<file path="src/rtl/lc3b_types.sv">
// Shared types for the LC-3b memory arbiter: line/word widths, arbiter FSM
// states and requester identifiers.
package lc3b_types;

   localparam int LC3B_ADDR_W = 16;
   localparam int LC3B_LINE_W = 128;

   typedef logic [LC3B_ADDR_W-1:0] lc3b_word;
   typedef logic [LC3B_LINE_W-1:0] lc3b_c_line;

   typedef enum logic [1:0] {
      ARB_IDLE,
      ARB_SERVE_I,
      ARB_SERVE_D,
      ARB_DONE
   } arb_state_t;

   typedef enum logic {
      ARB_REQ_I,
      ARB_REQ_D
   } arb_req_t;

endpackage

</file>
<file path="src/rtl/lc3b_arb_select.sv">
// Combinational grant selection between the I-cache and D-cache requests.
// ARB_FAIR_EN selects round-robin on contention; otherwise the D-cache always wins.
module lc3b_arb_select
   import lc3b_types::*;
(
   input  logic     i_req,
   input  logic     d_req,
   input  arb_req_t last_grant,
   output logic     grant_valid,
   output arb_req_t grant
);

   always_comb begin
      // NOTE: defaults first so every path assigns both outputs and no latch is inferred.
      grant_valid = i_req | d_req;
      grant       = ARB_REQ_D;
`ifdef ARB_FAIR_EN
      if (i_req && (!d_req || last_grant == ARB_REQ_D)) begin
         grant = ARB_REQ_I;
      end
`else
      if (i_req && !d_req) begin
         grant = ARB_REQ_I;
      end
`endif
   end

`ifndef ARB_FAIR_EN
   // Fixed priority never consults the previous grant.
   logic unused_last_grant;
   assign unused_last_grant = (last_grant == ARB_REQ_D);
`endif

endmodule

</file>
<file path="src/rtl/lc3b_mem_arbiter.sv">
// Shares one physical-memory line port between the I-cache and the D-cache.
// Define ARB_FAIR_EN for round-robin on contention; default build gives the D-cache fixed priority.
module lc3b_mem_arbiter
   import lc3b_types::*;
#(
   parameter int ADDR_W = LC3B_ADDR_W,
   parameter int LINE_W = LC3B_LINE_W
) (
   input  logic              clk,
   input  logic              reset,

   input  logic              icache_read,
   input  logic [ADDR_W-1:0] icache_address,
   output logic [LINE_W-1:0] icache_rdata,
   output logic              icache_resp,

   input  logic              dcache_read,
   input  logic              dcache_write,
   input  logic [ADDR_W-1:0] dcache_address,
   input  logic [LINE_W-1:0] dcache_wdata,
   output logic [LINE_W-1:0] dcache_rdata,
   output logic              dcache_resp,

   output logic              pmem_read,
   output logic              pmem_write,
   output logic [ADDR_W-1:0] pmem_address,
   output logic [LINE_W-1:0] pmem_wdata,
   input  logic [LINE_W-1:0] pmem_rdata,
   input  logic              pmem_resp
);

   arb_state_t state;
   arb_state_t state_next;
   logic       d_req;
   logic       grant_valid;
   arb_req_t   grant;
   arb_req_t   last_grant;

   // A simultaneous read and write from the D-cache is served as a write.
   assign d_req = dcache_read | dcache_write;

   lc3b_arb_select u_select (
      .i_req       (icache_read),
      .d_req       (d_req),
      .last_grant  (last_grant),
      .grant_valid (grant_valid),
      .grant       (grant)
   );

`ifdef ARB_FAIR_EN
   always_ff @(posedge clk) begin
      if (reset) begin
         last_grant <= ARB_REQ_D;
      end else if (state == ARB_IDLE && grant_valid) begin
         last_grant <= grant;
      end
   end
`else
   assign last_grant = ARB_REQ_D;
`endif

   always_ff @(posedge clk) begin
      if (reset) begin
         state <= ARB_IDLE;
      end else begin
         state <= state_next;
      end
   end

   always_comb begin
      state_next = state;
      case (state)
         ARB_IDLE: begin
            if (grant_valid) begin
               state_next = (grant == ARB_REQ_D) ? ARB_SERVE_D : ARB_SERVE_I;
            end
         end
         ARB_SERVE_I,
         ARB_SERVE_D: begin
            if (pmem_resp) begin
               state_next = ARB_DONE;
            end
         end
         default: state_next = ARB_IDLE;
      endcase
   end

   // Output registers: the latched request is driven to pmem until its response.
   always_ff @(posedge clk) begin
      if (reset) begin
         pmem_read    <= 1'b0;
         pmem_write   <= 1'b0;
         pmem_address <= '0;
         pmem_wdata   <= '0;
         icache_rdata <= '0;
         icache_resp  <= 1'b0;
         dcache_rdata <= '0;
         dcache_resp  <= 1'b0;
      end else begin
         // NOTE: non-blocking assignments so every register samples pre-edge values.
         icache_resp <= 1'b0;
         dcache_resp <= 1'b0;
         case (state)
            ARB_IDLE: begin
               if (grant_valid) begin
                  if (grant == ARB_REQ_D) begin
                     pmem_address <= dcache_address;
                     pmem_wdata   <= dcache_wdata;
                     pmem_write   <= dcache_write;
                     pmem_read    <= ~dcache_write;
                  end else begin
                     pmem_address <= icache_address;
                     pmem_wdata   <= '0;
                     pmem_write   <= 1'b0;
                     pmem_read    <= 1'b1;
                  end
               end
            end
            ARB_SERVE_I: begin
               if (pmem_resp) begin
                  icache_rdata <= pmem_rdata;
                  icache_resp  <= 1'b1;
                  pmem_read    <= 1'b0;
                  pmem_write   <= 1'b0;
               end
            end
            ARB_SERVE_D: begin
               if (pmem_resp) begin
                  dcache_rdata <= pmem_rdata;
                  dcache_resp  <= 1'b1;
                  pmem_read    <= 1'b0;
                  pmem_write   <= 1'b0;
               end
            end
            default: ;
         endcase
      end
   end

endmodule
</file>
<file path="config.mk">
export PLATFORM = sky130hd
export DESIGN_NAME = lc3b_mem_arbiter
export DESIGN_NICKNAME = d
export VERILOG_FILES = /design/src/rtl/lc3b_types.sv /design/src/rtl/lc3b_arb_select.sv /design/src/rtl/lc3b_mem_arbiter.sv
export SDC_FILE = /design/constraint.sdc
export NUM_CORES = 1
export LEC_CHECK = 0
export BUFFER_PORTS_ARGS = -buffer_cell sky130_fd_sc_hd__clkbuf_2
export CAP_MARGIN = 30
export CORE_AREA = 5 5 270 272
export DETAILED_ROUTE_END_ITERATION = 12
export DIE_AREA = 0 0 275 277
export SLEW_MARGIN = 20
export SYNTH_ARGS = -nofsm -noshare
export SYNTH_HDL_FRONTEND = slang
export SYNTH_HIERARCHICAL = 1
export SYNTH_SLANG_ARGS = --single-unit
</file>
<file path="constraint.sdc">
create_clock -name clk -period 2.4 [get_ports clk]
set_clock_uncertainty 0.2 [all_clocks]
set_input_delay 0.36 -clock clk [delete_from_list [all_inputs] [get_ports clk]]
set_output_delay 0.36 -clock clk [all_outputs]
set_load 0.05 [all_outputs]
</file>
==> results of run 1 <==
[metal layers]
| metal | vias up | GRT usage [%] | wire length, um |
|---|---|---|---|
| met3 | 141 | 4.23 | 5140 |
| met1 | 7372 | 16.5 | 23200 |
| li1 | 7800 | - | - |
| met5 | - | 0 | 0 |
| met2 | 657 | 26.6 | 30000 |
| met4 | 0 | 7.04 | 3010 |
[repair_timing]
| item | 4_1_cts | 5_1_grt |
|---|---|---|
| endpoints found under the hold margin | 401 | 0 |
| gates resized for setup | 0 | 0 |
| hold buffers | 289 | 0 |
| setup endpoints to repair | 0 | 0 |
[worst max path at each step]
stage / cells after the start / endpoint / slack [ns] / startpoint
after floorplan: 7 / pmem_address[10]$_SDFFE_PP0P_ / 0.49 / dcache_write
after global placement: 7 / pmem_wdata[25]$_SDFFE_PP0P_ / 0.34 / dcache_write
after detailed placement: 7 / pmem_wdata[4]$_SDFFE_PP0P_ / 0.32 / dcache_write
after CTS: 1 / dcache_rdata[6] / 0.30 / dcache_rdata[6]$_SDFFE_PP0P_
after global routing: 1 / dcache_rdata[6] / 0.29 / dcache_rdata[6]$_SDFFE_PP0P_
final: 7 / pmem_address[8]$_SDFFE_PP0P_ / 0.41 / dcache_write
[critical path, cell delays in order]
cell	delay, ns
clkbuf_2	0.09
or2_2	0.29
nand2b_4	0.23
buf_12	0.23
mux2i_1	0.15
dlygate4sd3_1	0.60
a211oi_1	0.27
[layout make-up]
type	count	share of cell area [%]
flip-flops and latches	406	34.5
repair buffers	1061	30.5
multi-input cells	1230	23.6
clock buffers	69	5.63
well taps	950	5.04
clock inverters	11	0.780
inverters	3	0.0478
diodes	2	0.0212
[power by group through the flow]
stage          combinational (W)  sequential [W]  clock, W
2_1_floorplan            0.00267          0.0126         0
3_3_place_gp             0.00952         0.00865         0
3_5_place_dp             0.00954         0.00867         0
4_1_cts                  0.00995         0.00855   0.00732
5_1_grt                   0.0105         0.00870   0.00757
6_report                 0.00995         0.00856   0.00711
[flip-flops by register name (all words and copies together) (netlist names)]
| name | flops |
|---|---|
| icache_rdata | 128 |
| state | 2 |
| pmem_read | 1 |
| dcache_resp | 1 |
| icache_resp | 1 |
| pmem_wdata | 128 |
| pmem_write | 1 |
| pmem_address | 16 |
| dcache_rdata | 128 |
[stage by stage]
step	util, %	hold WS, ns	instances	total power (W)
finish	33.4	0.0432	3732	0.0256
global route	33.4	0.0330	3730	0.0268
CTS	33.4	0.00890	3730	0.0258
detailed placement	27.2	0.242	3361	0.0182
global placement	27.2	0.238	3361	0.0182
floorplan	-	0.279	1788	0.0153
==> run metrics, run 1 <==
Max Buffers Root-to-Sink 3; Slew Limit Fails 0; sequential share of power 33.4%; Critical Path RT 2.67 ns; Setup TNS 0 ns; r2r setup slk 0.43 ns; r2r endpoint dcache_rdata[28]$_SDFFE_PP0P_; Synth Instances 1,788; Ys Warns 6; largest net degree at the start of global routing 74; max_slew headroom 60.4%; GPL Wtd Cong 0.864; Final HPWL DP 43.3 mm; CTS tree done; fin crit period 1.99 ns; crit path capture type register; Tcrit/Tclk final 82.9%; Detail Route Antenna Nets 0; critical-path maximum fanout 41; DRT iter0 DRCs 881; final-stage net count 3,045; RSZ-0062 raised after global routing no; H-tree levels 2; Multi-input gate area 0.00555 sq mm; Post-Route WL 61.3 mm; Starting Density 20.3%; die area 0.0762 sq mm; antenna violations before repair 0; hold depth 2; post-place setup slack 0.323 ns; Worst Setup Start Kind input port; port bufs 697; Worst Tran Pin Value 0.594 ns; TritonCTS Sinks 406; Via density 4.28; CTS buffer count 45; routed vias 16,000; Hold EP dcache_rdata[85]$_SDFFE_PP0P_; setup repair bufs after CTS 0; syn nets 2,086; Worst Reg-to-Reg Cells 6; clock root buffer clkbuf_16; min-delay src reset; placed standard-cell area 0.0192 sq mm; worst setup margin 0.409 ns; clock network fraction of design power 27.7%; Area Growth Syn to Fin 64.7%; Final Hold Fails 0; floorplan core area 0.0705 sq mm; Max Fclk 502 MHz; Die X 275 um; # Max-Cap Violations 0; Skew-Pair Late Insertion Delay 0.57 ns; switch share 42.6%; total gr overflow 0; cell area after layout 0.0236 sq mm; fraction of layout cells with a size suffix above 1 30.5%; commonest non-fill, non-tap cell in the layout clkbuf_2; syn_area_per_cell 8.01 sq um; combinational cell fraction of total power 38.8%; first-pass GRT wire length 91.5 mm; GRT Overall Usage 15.0%; FF-to-FF Start state[0]$_SDFFE_PP0P_; Arrival @ worst endpoint 2.26 ns; Pre-Repair DR Iteration Count 5; WS Path Type input port to register; synthesized area 0.0143 sq mm; setup violators final 0; Ports 698; Residual DRC 0; outcome complete, no violations; clock transition at the registers of the reported paths 0.06 ns; Die Span Y 277 um; Std-Cell Rows 98; Max VDD drop 0.000756 V; vias in the first global route 15,900; most frequent cells in the layout 696 x clkbuf_2, 641 x nand2_1, 406 x dfxtp_1, 388 x a21oi_1, 289 x dlygate4sd3_1; PD cells 1090 mW/mm^2; FF/Latch Area 0.00813 sq mm; internal power 0.0147 W; fillcell total 7,244; min-delay worst type input port to register; post-DR wirelength/cell 16.4 um; Sw Pwr 0.0109 W; LEAKAGE 10.3 nW
No activity file was read; power rests on OpenSTA's default activity.
==> run 2, diff against run 1 <==
Clock period 2.4 ns to 1.8 ns, I/O delays scaled along.
==> run metrics, run 2 (synthesis gave the netlist of run 1 again) <==
outcome complete, no violations; Via density 4.37 (+2.0%); CP max-delay cell dfxtp_1; routed vias 16,500 (+3.5%); Hold EP pmem_wdata[16]$_SDFFE_PP0P_; H-tree levels 2 (unchanged); TritonCTS Sinks 406 (unchanged); Crit path buffers/inverters 1 (-2); combinational cell fraction of total power 40.0% (+1.2 points); Die Span Y 277 um (unchanged); Residual DRC 0 (unchanged); fin crit period 1.77 ns; Finished Layout Cells 3,785 (+1.4%); Detail Route Antenna Nets 0 (unchanged); placed standard-cell area 0.0195 sq mm (+1.7%); PD cells 1440 mW/mm^2 (+33%); first-pass GRT wire length 93.4 mm (+2.1%); Die X 275 um (unchanged); Pre-Repair DR Iteration Count 6 (+1); dpl cells 3,390 (+0.86%); floorplan core area 0.0705 sq mm (unchanged); GRT Overall Usage 15.3% (+0.28 points); vias in the first global route 16,400 (+2.7%); r2r setup slk 0.03 ns (-0.40 ns); Worst Reg-to-Reg Cells 8 (+2); Slew Limit Fails 0 (unchanged); min-delay src icache_read; sequential share of power 32.3% (-1.1 points); die area 0.0762 sq mm (unchanged); slowest stage delay, CP 0.44 ns (-0.16 ns); Sw Pwr 0.0150 W (+38%); clock transition at the registers of the reported paths 0.06 ns (about the same); CTS tree done; WS Path Type register to primary output; Final HPWL DP 43.7 mm (+0.98%); Ports 698 (unchanged); # Max-Cap Violations 0 (unchanged); commonest non-fill, non-tap cell in the layout clkbuf_2; Max Fclk 567 MHz; crit path capture type primary output; Skew-Pair Late Insertion Delay 0.57 ns (about the same); critical-path maximum fanout 2 (-95%); Worst Tran Pin Value 0.505 ns (-0.0894 ns); fin util 35.0% (+1.6 points); DRT iter0 DRCs 962 (+9.2%); largest net degree at the start of global routing 71 (-4.1%); antenna violations before repair 0 (unchanged); CTS buffer count 46 (+2.2%); clock root buffer clkbuf_16; Post-Route WL 65.1 mm (+6.1%); CP Cell Sequence clkbuf_4; post-DR wirelength/cell 17.2 um (+4.6%); FF-to-FF Start state[1]$_SDFFE_PP0P_; largest registers dcache_rdata x128, icache_rdata x128, pmem_wdata x128; setup violators final 0 (unchanged); Area Growth Syn to Fin 72.5%; Setup TNS 0 ns (unchanged); port bufs 697 (unchanged); Worst path top cell family by delay flip-flops; GPL Wtd Cong 0.878 (+1.7%); Arrival @ worst endpoint 1.30 ns (-0.96 ns); most frequent cells in the layout 686 x clkbuf_2, 634 x nand2_1, 404 x dfxtp_1, 358 x a21oi_1, 291 x dlygate4sd3_1; fillcell total 7,146 (-1.4%); Starting Density 20.3% (unchanged); internal power 0.0206 W (+40%); Worst Setup Start Kind register; clock network fraction of design power 27.8% (about the same); Tcrit/Tclk final 98.1%; Std-Cell Rows 98 (unchanged); fraction of layout cells with a size suffix above 1 33.6% (+3.1 points); n_diodes 0 (-2); Max Buffers Root-to-Sink 3 (unchanged); Max VDD drop 0.00126 V (+67%); r2r endpoint icache_rdata[41]$_SDFFE_PP0P_; cell area after layout 0.0247 sq mm (+4.8%); total gr overflow 0 (unchanged); min-delay worst type input port to register; final-stage net count 3,100 (+1.8%); LEAKAGE 10.7 nW (+4.7%); Critical Path RT 1.33 ns (-1.34 ns); switch share 42.1% (-0.44 points); RSZ-0062 raised after global routing yes; hold depth 5 (+3); max_slew headroom 66.3% (+6.0 points); total power 0.0356 W (+39%); Final Hold Fails 0 (unchanged)
-- run 2: changes by cell type in the layout (fill, tap and decap cells not counted), moves of 7 or more --
cell	previous run	this run
buf_12	18	25
clkbuf_16	45	56
buf_4	57	70
a21oi_2	0	30
a21oi_1	388	358
nand2_1	641	634
buf_6	0	13
clkbuf_2	696	686
clkbuf_4	0	9
-- run 2: power groups by stage --
stage          clock [W]  combinational [W]  sequential, W
4_1_cts           0.0102             0.0137         0.0114
2_1_floorplan          0            0.00357         0.0169
6_report         0.00988             0.0142         0.0115
5_1_grt           0.0104             0.0150         0.0116
3_3_place_gp           0             0.0129         0.0116
3_5_place_dp           0             0.0130         0.0116
-- run 2: area by class of cell --
type / count / area (sq um) / share of cell area [%]
clock buffer: 60 / 1270 / 5.16
clock inverter: 21 / 305 / 1.24
inverter: 3 / 13.8 / 0.0557
multi-input combinational: 1232 / 5770 / 23.3
sequential: 406 / 8130 / 32.9
tap: 950 / 1190 / 4.81
timing repair buffer: 1113 / 8020 / 32.5
-- run 2: worst reg2reg max path: stages (launching register included) --
cell       delay (ns)
dfxtp_4          0.36
inv_4            0.06
buf_6            0.09
ha_4             0.16
and2_4           0.23
clkbuf_16        0.21
clkbuf_16        0.18
nand2_2          0.07
a21oi_2          0.13
-- run 2: layer usage --
layer	vias to the layer above	share of wire [%]	track usage, %
met1	7631	38	17.2
li1	7921	-	-
met2	811	49	26.8
met4	0	4.7	7.07
met3	159	8.3	3.99
met5	-	0	0
-- run 2: metrics by stage --
stage,setup WS (ns),hold slack [ns]
2_1_floorplan,0.00186,0.206
3_3_place_gp,-0.113,0.238
3_5_place_dp,-0.123,0.243
4_1_cts,0.00166,0.000395
5_1_grt,-0.0226,0.119
6_report,0.0349,0.122
-- run 2: how the worst max path moves through the flow --
stage	slack [ns]	startpoint	end	depth (start not counted)
floorplan	0.002	dcache_write	pmem_wdata[100]$_SDFFE_PP0P_	8
global route	-0.02	state[1]$_SDFFE_PP0P_	icache_rdata[41]$_SDFFE_PP0P_	8
CTS	0.002	icache_rdata[11]$_SDFFE_PP0P_	icache_rdata[11]	1
global placement	-0.11	dcache_write	pmem_wdata[86]$_SDFFE_PP0P_	7
detailed placement	-0.12	dcache_write	pmem_wdata[117]$_SDFFE_PP0P_	8
finish	0.03	pmem_wdata[65]$_SDFFE_PP0P_	pmem_wdata[65]	1
-- run 2: timing repair --
item                                    4_1_cts  5_1_grt
pin swaps                                     1        9
endpoints found under the hold margin       402        1
buffers inserted                              6        4
hold buffers                                291        1
resized for setup                            22       70
cloned                                        2       12
endpoints found under the setup margin      287      181
